===== config.mk =====
export PLATFORM = sky130hd
export DESIGN_NAME = sequenciador_pc
export DESIGN_NICKNAME = d
export VERILOG_FILES = /design/src/rtl/sequenciador_pc.sv
export SDC_FILE = /design/constraint.sdc
export NUM_CORES = 1
export LEC_CHECK = 0
export BUFFER_PORTS_ARGS = -buffer_cell sky130_fd_sc_hd__buf_4
export CAP_MARGIN = 15
export CORE_MARGIN = 3
export CORE_UTILIZATION = 50
export DETAILED_ROUTE_END_ITERATION = 10
export PLACE_DENSITY = 0.79
export SYNTH_ARGS = -nofsm -noshare
export SYNTH_HDL_FRONTEND = slang
export SYNTH_SLANG_ARGS = --single-unit
export TNS_END_PERCENT = 100

===== constraint.sdc =====
create_clock -name clk -period 2 [get_ports clk]
set_input_delay 0.2 -clock clk [delete_from_list [all_inputs] [get_ports clk]]
set_output_delay 0.2 -clock clk [all_outputs]
set_load 0.01 [all_outputs]

===== src/rtl/sequenciador_pc.sv =====
// Multicycle PC sequencer: fetches through a req/ack handshake, waits for the
// datapath, then issues exactly one registered PC update per instruction.
module sequenciador_pc #(
  parameter int TIMEOUT_CYCLES = 16
) (
  input  logic        clk,
  input  logic        rst,
  input  logic        start,
  output logic        imem_req,
  input  logic        imem_ack,
  input  logic [31:0] instr,
  input  logic        exec_done,
  input  logic        alu_zero,
  output logic [31:0] ir,
  output logic        ir_valid,
  output logic [4:0]  reg_sel,
  output logic [2:0]  pc_control,
  output logic [25:0] jump_address,
  output logic [15:0] branch_offset,
  output logic [31:0] retired,
  output logic        halted,
  output logic        fault
);

  typedef enum logic [2:0] {
    S_IDLE, S_FETCH, S_DECODE, S_EXEC, S_UPDATE, S_HALTED, S_FAULT
  } state_t;

  localparam logic [5:0] OP_RTYPE = 6'b000000;
  localparam logic [5:0] OP_J     = 6'b000010;
  localparam logic [5:0] OP_JAL   = 6'b000011;
  localparam logic [5:0] OP_BEQ   = 6'b000100;
  localparam logic [5:0] OP_BNE   = 6'b000101;
  localparam logic [5:0] OP_HALT  = 6'b111111;
  localparam logic [5:0] FN_JR    = 6'b001000;
  localparam logic [7:0] WAIT_LAST = 8'(TIMEOUT_CYCLES - 1);

  state_t      state_q, state_d;
  logic [7:0]  wait_cnt_q, wait_cnt_d;
  logic [31:0] ir_q, ir_d;
  logic [31:0] retired_q, retired_d;
  logic [25:0] jump_address_q, jump_address_d;
  logic [15:0] branch_offset_q, branch_offset_d;
  logic [4:0]  reg_sel_q, reg_sel_d;
  logic [2:0]  pc_control_q, pc_control_d;
  logic        imem_req_q, imem_req_d;
  logic        ir_valid_q, ir_valid_d;
  logic        halted_q, halted_d;
  logic        fault_q, fault_d;

  logic [5:0]  opcode;
  logic [5:0]  funct;
  logic        branch_taken;

  assign opcode = ir_q[31:26];
  assign funct  = ir_q[5:0];
  // alu_zero is consumed on the edge that leaves EXEC, so the registered
  // update fields already carry the latched zero flag into UPDATE.
  assign branch_taken = ((opcode == OP_BEQ) && alu_zero) ||
                        ((opcode == OP_BNE) && !alu_zero);

  always_comb begin
    state_d         = state_q;
    wait_cnt_d      = 8'd0;
    ir_d            = ir_q;
    retired_d       = retired_q;
    jump_address_d  = jump_address_q;
    branch_offset_d = branch_offset_q;
    reg_sel_d       = reg_sel_q;
    pc_control_d    = 3'b000;

    case (state_q)
      S_IDLE: begin
        if (start) state_d = S_FETCH;
      end
      S_FETCH: begin
        if (imem_ack) begin
          ir_d    = instr;
          state_d = S_DECODE;
        end else if (wait_cnt_q == WAIT_LAST) begin
          state_d = S_FAULT;
        end else begin
          wait_cnt_d = wait_cnt_q + 8'd1;
        end
      end
      S_DECODE: begin
        state_d = (opcode == OP_HALT) ? S_HALTED : S_EXEC;
      end
      S_EXEC: begin
        if (exec_done) begin
          state_d = S_UPDATE;
          if ((opcode == OP_J) || (opcode == OP_JAL)) begin
            pc_control_d   = 3'b001;
            jump_address_d = ir_q[25:0];
          end else if ((opcode == OP_RTYPE) && (funct == FN_JR)) begin
            pc_control_d = 3'b010;
            reg_sel_d    = ir_q[25:21];
          end else if (branch_taken) begin
            pc_control_d    = 3'b011;
            branch_offset_d = ir_q[15:0] + 16'd1;
          end else begin
            pc_control_d    = 3'b011;
            branch_offset_d = 16'd1;
          end
        end
      end
      S_UPDATE: begin
        retired_d = retired_q + 32'd1;
        state_d   = start ? S_FETCH : S_IDLE;
      end
      S_HALTED: state_d = S_HALTED;
      S_FAULT:  state_d = S_FAULT;
      default:  state_d = S_IDLE;
    endcase

    imem_req_d = (state_d == S_FETCH);
    ir_valid_d = (state_d == S_DECODE);
    halted_d   = (state_d == S_HALTED);
    fault_d    = (state_d == S_FAULT);
  end

  always_ff @(posedge clk) begin
    if (!rst) begin
      state_q         <= S_IDLE;
      wait_cnt_q      <= 8'd0;
      ir_q            <= 32'd0;
      retired_q       <= 32'd0;
      jump_address_q  <= 26'd0;
      branch_offset_q <= 16'd0;
      reg_sel_q       <= 5'd0;
      pc_control_q    <= 3'b000;
      imem_req_q      <= 1'b0;
      ir_valid_q      <= 1'b0;
      halted_q        <= 1'b0;
      fault_q         <= 1'b0;
    end else begin
      state_q         <= state_d;
      wait_cnt_q      <= wait_cnt_d;
      ir_q            <= ir_d;
      retired_q       <= retired_d;
      jump_address_q  <= jump_address_d;
      branch_offset_q <= branch_offset_d;
      reg_sel_q       <= reg_sel_d;
      pc_control_q    <= pc_control_d;
      imem_req_q      <= imem_req_d;
      ir_valid_q      <= ir_valid_d;
      halted_q        <= halted_d;
      fault_q         <= fault_d;
    end
  end

  assign imem_req      = imem_req_q;
  assign ir            = ir_q;
  assign ir_valid      = ir_valid_q;
  assign reg_sel       = reg_sel_q;
  assign pc_control    = pc_control_q;
  assign jump_address  = jump_address_q;
  assign branch_offset = branch_offset_q;
  assign retired       = retired_q;
  assign halted        = halted_q;
  assign fault         = fault_q;

endmodule


==> results of run 1 <==
==> worst reg2reg max path, stage by stage (launching register included) <==
cell and delay, ps:
dfxtp_1 430, nand4_1 260, nor3_2 400, buf_4 220, nand4_1 110, xor2_1 200, nor2_1 60
==> report_power, final <==
part | leakage [nW] | total [mW] | switching (mW) | internal, mW
Clock | 0.276 | 2.91 | 1.03 | 1.88
Sequential | 1.03 | 2.65 | 0.0549 | 2.59
Combinational | 1.83 | 0.427 | 0.215 | 0.212
==> kinds of logic (layout without fill, tap and decap cells) <==
| kind of cell | count (synthesis) | after routing | share of synthesized area [%] |
|---|---|---|---|
| muxes | 6 | 6 | 1.14 |
| AOI/OAI and AO/OA | 89 | 89 | 10.2 |
| adders and majority gates | 4 | 4 | 0.951 |
| DFF | 128 | 128 | 48.7 |
| and+or+nand+nor | 283 | 283 | 26.4 |
| other | 1 | 2 | 0.0713 |
| xor gates and xnor gates | 53 | 53 | 8.82 |
| buffers and inverters | 45 | 242 | 3.73 |
==> cell usage in the layout (no fill, tap or decap), drive strengths merged, types with 2 or more instances in the layout <==
cell | synthesis | layout
o21ai | 3 | 3
dfxtp | 128 | 128
ha | 4 | 4
dlygate4sd3 | 0 | 33
o2bb2ai | 3 | 3
nor4b | 3 | 3
xor2 | 35 | 35
and2 | 7 | 7
nor2b | 3 | 3
clkbuf | 12 | 23
and4 | 2 | 2
mux2i | 6 | 6
nor2 | 57 | 57
nor3b | 2 | 2
a22o | 11 | 11
nand4 | 17 | 17
nor4bb | 2 | 2
nor3 | 8 | 8
bufinv | 0 | 2
inv | 9 | 9
nor4 | 3 | 3
nand3 | 25 | 25
or3 | 2 | 2
a31oi | 2 | 2
buf | 22 | 169
and3 | 10 | 10
a21oi | 63 | 63
clkinv | 2 | 5
nand2 | 137 | 137
xnor2 | 18 | 18
==> Yosys cell counts (2+ instances only) <==
cell / n
nand2_1: 136
dfxtp_1: 128
a21oi_1: 63
nor2_1: 56
xor2_1: 35
nand3_1: 24
xnor2_1: 18
nand4_1: 17
buf_2: 16
clkbuf_1: 12
a22o_1: 11
and3_1: 9
inv_1: 8
and2_1: 7
mux2i_1: 6
buf_1: 4
ha_1: 4
nor3_2: 4
nor2b_1: 3
nor3_1: 3
nor4_2: 3
o2bb2ai_1: 3
a31oi_1: 2
and4_1: 2
buf_4: 2
clkinv_1: 2
nor4b_1: 2
nor4bb_1: 2
o21ai_0: 2
==> per-layer routing <==
layer / wire, um / track usage [%] / vias to the layer above
met2: 7550 / 44.0 / 170
met3: 1150 / 9.73 / 30
met4: 382 / 12.4 / 0
met5: 0 / 0 / -
li1: - / - / 2423
met1: 5940 / 28.6 / 2321
==> path summary, 6_finish.rpt <==
check	endpoint	cells after the start	startpoint	slack, ps
max reg2reg	retired[30]	6	retired[5]	190
min	state_q[0]	4	exec_done	110
min reg2reg	wait_cnt_q[0]	1	wait_cnt_q[0]	440
max	retired[30]	6	retired[5]	190
==> flip-flops by register name (all words and copies together) (netlist names) <==
register and cells:
branch_offset 16, imem_req 1, retired 32, state_q 3, reg_sel 5, pc_control 2, ir_valid 1, jump_address 26
wait_cnt_q 8, halted 1, fault 1, ir 32
==> layout make-up <==
| type | instances | share of cell area [%] |
|---|---|---|
| Tap cell | 133 | 2.23 |
| Timing Repair Buffer | 202 | 21.8 |
| Antenna cell | 1 | 0.0336 |
| Clock inverter | 6 | 1.11 |
| Sequential cell | 128 | 34.4 |
| Inverter | 11 | 0.554 |
| Clock buffer | 23 | 6.39 |
| Multi-Input combinational cell | 436 | 33.6 |
==> results.md, run 1 <==
- Status: finished, final reports clean
- Final Hold Fails: 0
- Setup violations, final: 0
- Cells after Synth: 609
- Most frequent CP cell: nand4_1
- Vias in the first global route: 4933
- Dominant cells by area after synthesis: dfxtp_1 (49%), nand2_1 (9.7%), a21oi_1 (6.0%), xor2_1 (5.8%), nor2_1 (4.0%)
- Crit path time final: ~1800 ps
- Post-Syn Area: 5260 um2
- DR vias/cell: 5.26
- Ys Warns: 0
- Yosys cell types: 54
- Initial Util: a little over half
- Worst IR Drop VDD: 570 uV
- Min Hold Slack: 110 ps
- Initial antenna violation count: 0
- Pins Over Slew Limit: 0
- Root Driver: clkbuf_8
- GRT Resource Usage Total: 26.0%
- Power Total: 5.98 mW
- CTS max path bufs: 2
- Max Cap Viol: 0
- Post-DP Area: 6570 um2
- Post-synth EDFFs: 0
- Buf/Inv on CP: 1
- CP max FO: 7
- GRT overflow: 0
- Syn-to-layout area delta: 41.8%
- Clk slew on worst S/H paths: 60 ps
- Leak pwr: 3.14 nW
- Share of cells above drive strength 1: 26.8%
- CTS tree: yes
- WP data required: between 2000 and 2500 ps
- Die X-Extent: 109 um
- Clk sinks: 128
- Post-synth top area cell: dfxtp_1
- FFs w/ async S/R, synth: 0%
- Setup TNS: 0 ps
- Nets: approximately 840
- Crit path DAT: 2200 ps
- Crit end category: register
- DP Cell Count: 877
- Final WS setup: 193 ps
- First-pass GRT wire length: 23800 um
- Fmax: 0.554 GHz
- Top FF cell, synth: dfxtp_1
- Core area: 10000 um2
- Worst path top cell family by delay: simple AND/OR/NAND/NOR gates
- DRT Pass-1 Iters: 4
- Vias: 4944
- Final Util: 74.6%
- Detail Route Antenna Nets: 0
- Seq/Total Area, Yosys: between 40 and 50%
- Final std cells w/o fill: 940
- Initial DRC Count: 259
- Std cell rows: 36
- Clock skew: between 6 and 7 ps
- Seq cells post-synth: 128
- Final period util: roughly nine tenths
- WL/cell: 16.0 um
- Worst path max stage delay: about 430 ps
- DR DRC count: 0
- Die ar.: 11800 um2
- Critical path launch point type: register
- Syn Nets: 651
- Post-DP HPWL: 10100 um
- # hold bufs at CTS: 33
- Fin area: 7460 um2
- Crit path kind: reg -> reg
- Pre-CTS WS: between 200 and 250 ps
- Port bufs: 154
- Worst min path class: in -> reg
- RSZ-0062 raised after global routing: no
- Pwr/cell area: 802 nW/um2
- H-tree depth: 4
- GPL Wtd Cong: 0.856
- Fillcell total: 728
- Register area: 2560 um2
- DRT Wirelength: around 15000 um
- Die height: 109 um
- # Post-CTS Setup Buffers: 0
- IO Count: 156
- CP cell instances: nand4_1, nor3_2, buf_4, nand4_1, xor2_1, nor2_1
- Mean post-synth cell area: ~8.6 um2
- Slowest CP cell: dfxtp_1
- Area of the multi-input gates: 2500 um2
- CTS buffer count: 17
- Post-CTS sizing: 0
- Share of the synthesized area in the top cell type: 48.7%
- Largest net degree at the start of global routing: 46
- Clk_lat worst skew: 520 ps
Note: power is estimated with default switching activity, not from simulation.
==> run 2, diff against run 1 <==
--- a/config.mk
+++ b/config.mk
@@ -10,7 +10,7 @@
 export CORE_MARGIN = 3
 export CORE_UTILIZATION = 50
 export DETAILED_ROUTE_END_ITERATION = 10
-export PLACE_DENSITY = 0.79
+export PLACE_DENSITY = 0.84
 export SYNTH_ARGS = -nofsm -noshare
 export SYNTH_HDL_FRONTEND = slang
 export SYNTH_SLANG_ARGS = --single-unit
==> run 2 against run 1 <==
Net effect: routed wire length grew 0.25%; critical path depth is the same; sequential power about the same; via count is 1.5% higher; die area unchanged; combinational power is essentially flat; sequential share of layout area rose by 0.092 points; clock power fell by 2%; first-iteration DRC count increased by 7.7%; non-clock buffer count is 3 lower; total power down 1.1%; highest routed layer unchanged.
==> results.md, run 2 (synthesis gave the netlist of run 1 again) <==
- Status: finished, final reports clean
- DR vias/cell: 5.34 (+1.6%)
- Final Util: 74.4% (-0.20 points)
- Critical path launch point type: register
- Slew margin rel.: 63.2%
- Die X-Extent: 109 um (unchanged)
- Final period util: 92.5% (+2.2 points)
- RSZ-0062 raised after global routing: no
- Pwr/cell area: 795 nW/um2 (-0.84%)
- Fillcell total: 695 (-4.5%)
- Initial Util: 52.6% (unchanged)
- Port bufs: 154 (unchanged)
- CP max FO: 6 (-1)
- Post-CTS sizing: 0 (unchanged)
- # Post-CTS Setup Buffers: 0 (unchanged)
- Die height: 109 um (unchanged)
- Clk slew on worst S/H paths: 60 ps (about the same)
- Most common cell after layout, fill and taps aside: buf_4
- Core area: 10000 um2 (unchanged)
- GRT Resource Usage Total: 25.8% (-0.18 points)
- DRT Pass-1 Iters: 4 (unchanged)
- Worst slew pin tran: 544 ps
- CTS tree: yes
- IO Count: 156 (unchanged)
- CTS max path bufs: 2 (unchanged)
- Crit path kind: reg -> reg
- Setup TNS: 0 ps (unchanged)
- Initial antenna violation count: 0 (unchanged)
- GRT overflow: 0 (unchanged)
- H-tree depth: 4 (unchanged)
- Final Hold Fails: 0 (unchanged)
- Pins Over Slew Limit: 0 (unchanged)
- First-pass GRT wire length: 24100 um (+1.2%)
- Share of cells above drive strength 1: 26.8% (unchanged)
- Min-delay src: start
- Root Driver: clkbuf_8
- Worst min path class: in -> reg
- Syn-to-layout area delta: 41.4%
- Post-DP HPWL: 10200 um (+1.4%)
- Detail Route Antenna Nets: 0 (unchanged)
- Clk sinks: 128 (unchanged)
- Clock skew: 8.85 ps (+2.04 ps)
- WL/cell: 16.0 um (+0.35%)
- Die ar.: 11800 um2 (unchanged)
- Largest net degree at the start of global routing: 56 (+22%)
- WP data required: 2390 ps (about the same)
- Vias in the first global route: 5024 (+1.8%)
- Worst IR Drop VDD: 604 uV (+6.0%)
- Fmax: 0.540 GHz (-2.4%)
- Crit path from: ir[1]
- DRT Wirelength: 15100 um (+0.25%)
- Max Cap Viol: 0 (unchanged)
- Vias: 5016 (+1.5%)
- # hold bufs at CTS: 33 (unchanged)
- Std cell rows: 36 (unchanged)
- Initial DRC Count: 279 (+7.7%)
- Worst r2r src: ir[1]
- Ant diodes: 0 (-1)
- GPL Wtd Cong: 0.808 (-5.7%)
- DR DRC count: 0 (unchanged)
- Crit path DAT: 2240 ps (+40 ps)
- Setup violations, final: 0 (unchanged)
- Crit path time final: 1850 ps (+43.7 ps)
- CTS buffer count: 17 (unchanged)
- Crit end category: register
- Clk_lat worst skew: 500 ps (-20 ps)
- Pre-CTS WS: 211 ps (-20.3 ps)
- Final WS setup: 150 ps (-43.7 ps)
- Nets: 835 (-0.36%)
- Most frequent cells in the layout: buf_4 (163), nand2_1 (136), dfxtp_1 (128), a21oi_1 (63), nor2_1 (56)
- Leak pwr: 3.11 nW (-0.91%)
==> run 2: worst paths after layout <==
path / end / slack, ps / cells past startpoint
max reg2reg: branch_offset[14] / 150 / 6
min: fault / 130 / 4
min reg2reg: wait_cnt_q[0] / 450 / 1
max: branch_offset[14] / 150 / 6
==> run 2: area by class of cell <==
| cell class | count | area [um2] | share of cell area (%) |
|---|---|---|---|
| Clock buffer | 19 | 422 | 5.67 |
| Clock inverter | 13 | 130 | 1.75 |
| Inverter | 11 | 41.3 | 0.555 |
| Multi-Input combinational cell | 436 | 2500 | 33.6 |
| Sequential cell | 128 | 2560 | 34.4 |
| Tap cell | 133 | 166 | 2.24 |
| Timing Repair Buffer | 199 | 1610 | 21.7 |
==> run 2: metal layers <==
layer / part of all wire (%) / global-route usage [%] / wire (um) / vias up
met4: 3.0 / 11.9 / 448 / 0
met5: 0 / 0 / 0 / -
li1: - / - / - / 2411
met2: 51 / 44.7 / 7610 / 203
met3: 6.2 / 5.19 / 935 / 35
met1: 40 / 30.5 / 6060 / 2367
==> run 2: metrics by stage <==
step	hold WS, ps	cells	cell area [um2]	power (mW)
floorplan	322	609	5260	2.89
CTS	105	939	7440	5.94
detailed placement	440	874	6560	3.07
finish	126	939	7440	5.92
global placement	424	874	6560	3.06
global route	143	939	7440	6.11
==> run 2: critical path: stages, from the launching register on <==
cell and delay [ps]:
dfxtp_1 440, ha_1 250, nand2_1 120, or3_4 400, nor3_2 240, xor2_1 110, a22o_1 190
==> run 2: power by group <==
group,internal [mW],total (mW),switching [mW]
registers,2.59,2.65,0.0567
logic,0.214,0.430,0.215
clock network,1.67,2.84,1.17
total,4.48,5.92,1.44
==> run 3, diff against run 2 <==
--- a/config.mk
+++ b/config.mk
@@ -8,9 +8,10 @@
 export BUFFER_PORTS_ARGS = -buffer_cell sky130_fd_sc_hd__buf_4
 export CAP_MARGIN = 15
 export CORE_MARGIN = 3
-export CORE_UTILIZATION = 50
+export CORE_UTILIZATION = 53
+export CTS_BUF_LIST = sky130_fd_sc_hd__clkbuf_4 sky130_fd_sc_hd__clkbuf_8
 export DETAILED_ROUTE_END_ITERATION = 10
-export PLACE_DENSITY = 0.84
+export PLACE_DENSITY = 0.88
 export SYNTH_ARGS = -nofsm -noshare
 export SYNTH_HDL_FRONTEND = slang
 export SYNTH_SLANG_ARGS = --single-unit
==> run 3 against run 2 <==
Net effect: routed wire length is 4.6% lower; hold slack worse by 110 ps; clock-buffer cell count unchanged; setup slack worse by 16 ps; total power down 8.6%; sequential share of layout area grew 2.3 points; core utilization decreased by 0.58 points; die area decreased by 5.4%; sequential power is essentially flat; clock skew up 5.6 ps.
==> results.md, run 3 (synthesis gave the netlist of run 1 again) <==
- Status: finished, final reports clean
- H-tree depth: 4 (unchanged)
- IO Count: 156 (unchanged)
- Initial Util: 55.6% (+3.0 points)
- GPL Wtd Cong: 0.863 (+6.9%)
- DP Cell Count: 869 (-0.57%)
- Final WS setup: 134 ps (-15.9 ps)
- CTS buffer count: 17 (unchanged)
- Die X-Extent: 106 um (-2.7%)
- Hold endpoint: ir[7]
- Vias: 4848 (-3.3%)
- Slew margin rel.: 58.9% (-4.4 points)
- Int Power: 4.07 mW (-9.2%)
- Clk_lat worst skew: 430 ps (-70 ps)
- Pre-CTS WS: 196 ps (-15.5 ps)
- Max Cap Viol: 0 (unchanged)
- Min Hold Slack: 16.7 ps (-109 ps)
- CP cell instances: and4b_1, nand4_1, clkinvlp_4, a22o_1
- Root Driver: clkbuf_8
- GRT overflow: 0 (unchanged)
- Power Total: 5.41 mW (-8.6%)
- Net Sw Power: 1.34 mW (-6.8%)
- WL/cell: 15.9 um (-0.67%)
- Fmax: 0.536 GHz (-0.85%)
- FF-to-FF path depth: 4 (-2)
- Crit path time final: 1870 ps (+15.9 ps)
- Worst path max stage delay: 560 ps (+120 ps)
- Register share of total power: 48.9% (+4.1 points)
- Final std cells w/o fill: 902 (-3.9%)
- DR DRC count: 0 (unchanged)
- CP max FO: 11 (+5)
- Clock skew: 14.5 ps (+5.64 ps)
- Leak pwr: 2.92 nW (-6.0%)
- Detail Route Antenna Nets: 0 (unchanged)
- Vias in the first global route: 4707 (-6.3%)
- Worst min path class: in -> reg
- Reg2reg setup slack: 130 ps (-20 ps)
- Fillcell total: 704 (+1.3%)
- Largest net degree at the start of global routing: 62 (+11%)
- Switching portion of total power: 24.8% (+0.47 points)
- Most frequent cells in the layout: buf_4 (164), nand2_1 (136), dfxtp_1 (128), a21oi_1 (63), nor2_1 (56)
- Hold Crit Depth: 3 (-1)
- GRT Resource Usage Total: 25.4% (-0.35 points)
- Std cell rows: 35 (-2.8%)
- Setup TNS: 0 ps (unchanged)
- Core area: 9460 um2 (-5.4%)
- Clk slew on worst S/H paths: 80 ps (+20 ps)
- Combinational power share: 6.9% (-0.4 points)
- Nets: 802 (-4.0%)
- Pins Over Slew Limit: 0 (unchanged)
- Slowest CP cell: dfxtp_1
- Post-DP HPWL: 10200 um (-0.41%)
- CTS max path bufs: 2 (unchanged)
- Port bufs: 154 (unchanged)
- Final Hold Fails: 0 (unchanged)
- Clk sinks: 128 (unchanged)
- Crit path DAT: 2190 ps (-50 ps)
- CTS tree: yes
- Min-delay src: instr[7]
- Ant diodes: 0 (unchanged)
- Fin area: 6980 um2 (-6.1%)
- Setup violations, final: 0 (unchanged)
- Initial DRC Count: 274 (-1.8%)
- Pwr/cell area: 774 nW/um2 (-2.6%)
- Final period util: 93.3% (+0.79 points)
- Share of cells above drive strength 1: 28.5% (+1.7 points)
- Worst r2r src: state_q[2]
- Crit end category: register
- DRT Pass-1 Iters: 5 (+1)
- RSZ-0062 raised after global routing: no
- DRT Wirelength: 14400 um (-4.6%)
- # hold bufs at CTS: 0 (-100%)
- Syn-to-layout area delta: 32.7%
- Worst IR Drop VDD: 548 uV (-9.1%)
- WP data required: 2320 ps (-70 ps)
- Final Util: 73.8% (-0.58 points)
- Die height: 106 um (-2.7%)
- Crit path kind: reg -> reg
- Clock share of power: 44.2% (-3.8 points)
- Worst slew pin tran: 617 ps (+72.9 ps)
- Initial antenna violation count: 0 (unchanged)
- R2R Path End: branch_offset[14]
- DR vias/cell: 5.37 (+0.62%)
- Most common cell after layout, fill and taps aside: buf_4
- Post-DP Area: 6520 um2 (-0.57%)
- Die ar.: 11200 um2 (-5.4%)
- First-pass GRT wire length: 23000 um (-4.6%)
- Critical path launch point type: register
==> run 3: cell count changes in the layout (fill, tap and decap cells not counted), moves of 2 or more <==
cell           previous run  this run
clkbuf_8                  1        18
dlygate4sd3_1            33         0
clkbuf_16                16         0
clkbuf_1                  2         0
bufinv_16                 1         3
inv_6                     5         3
==> run 3: final cells by class <==
type | count | area (um2) | share of cell area, %
Clock inverter | 13 | 178 | 2.54
Clock buffer | 19 | 255 | 3.66
Multi-Input combinational cell | 436 | 2510 | 35.9
Timing Repair Buffer | 166 | 1270 | 18.2
Inverter | 11 | 45.0 | 0.645
Sequential cell | 128 | 2560 | 36.7
Tap cell | 129 | 161 | 2.31
==> run 3: worst max path at each step <==
stage | start | to | slack (ps) | depth (start not counted)
final | state_q[2] | branch_offset[14] | 130 | 4
after global routing | state_q[2] | branch_offset[14] | 4 | 4
after CTS | state_q[2] | branch_offset[14] | 140 | 4
after detailed placement | ir[3] | branch_offset[2] | 200 | 5
after global placement | state_q[2] | branch_offset[14] | 260 | 4
after floorplan | ir[0] | branch_offset[7] | 250 | 8
==> run 3: worst max-delay path: cells and delay by family (launching register included) <==
| kind | cells | cell delay, ps |
|---|---|---|
| buffers and inverters | 1 | 310 |
| flip-flops | 1 | 560 |
| AND/OR/NAND/NOR | 2 | 650 |
| AO/OA/AOI/OAI | 1 | 250 |
==> run 3: layer usage <==
layer,track usage (%),part of all wire (%),wire length [um]
met3,6.12,7.2,1030
met2,45.0,51,7350
met1,30.3,40,5760
met4,8.23,1.6,234
met5,0,0,0
==> run 3: power groups by stage <==
stage	clock network [mW]	registers [mW]	logic, mW
global placement	0	2.70	0.354
detailed placement	0	2.70	0.364
CTS	2.40	2.64	0.369
global route	2.53	2.65	0.408
finish	2.39	2.65	0.373
floorplan	0	2.70	0.193
==> run 3: timing repair <==
action	CTS	global route
setup buffers	0	1
endpoints found under the setup margin	0	13
resized for setup	0	2
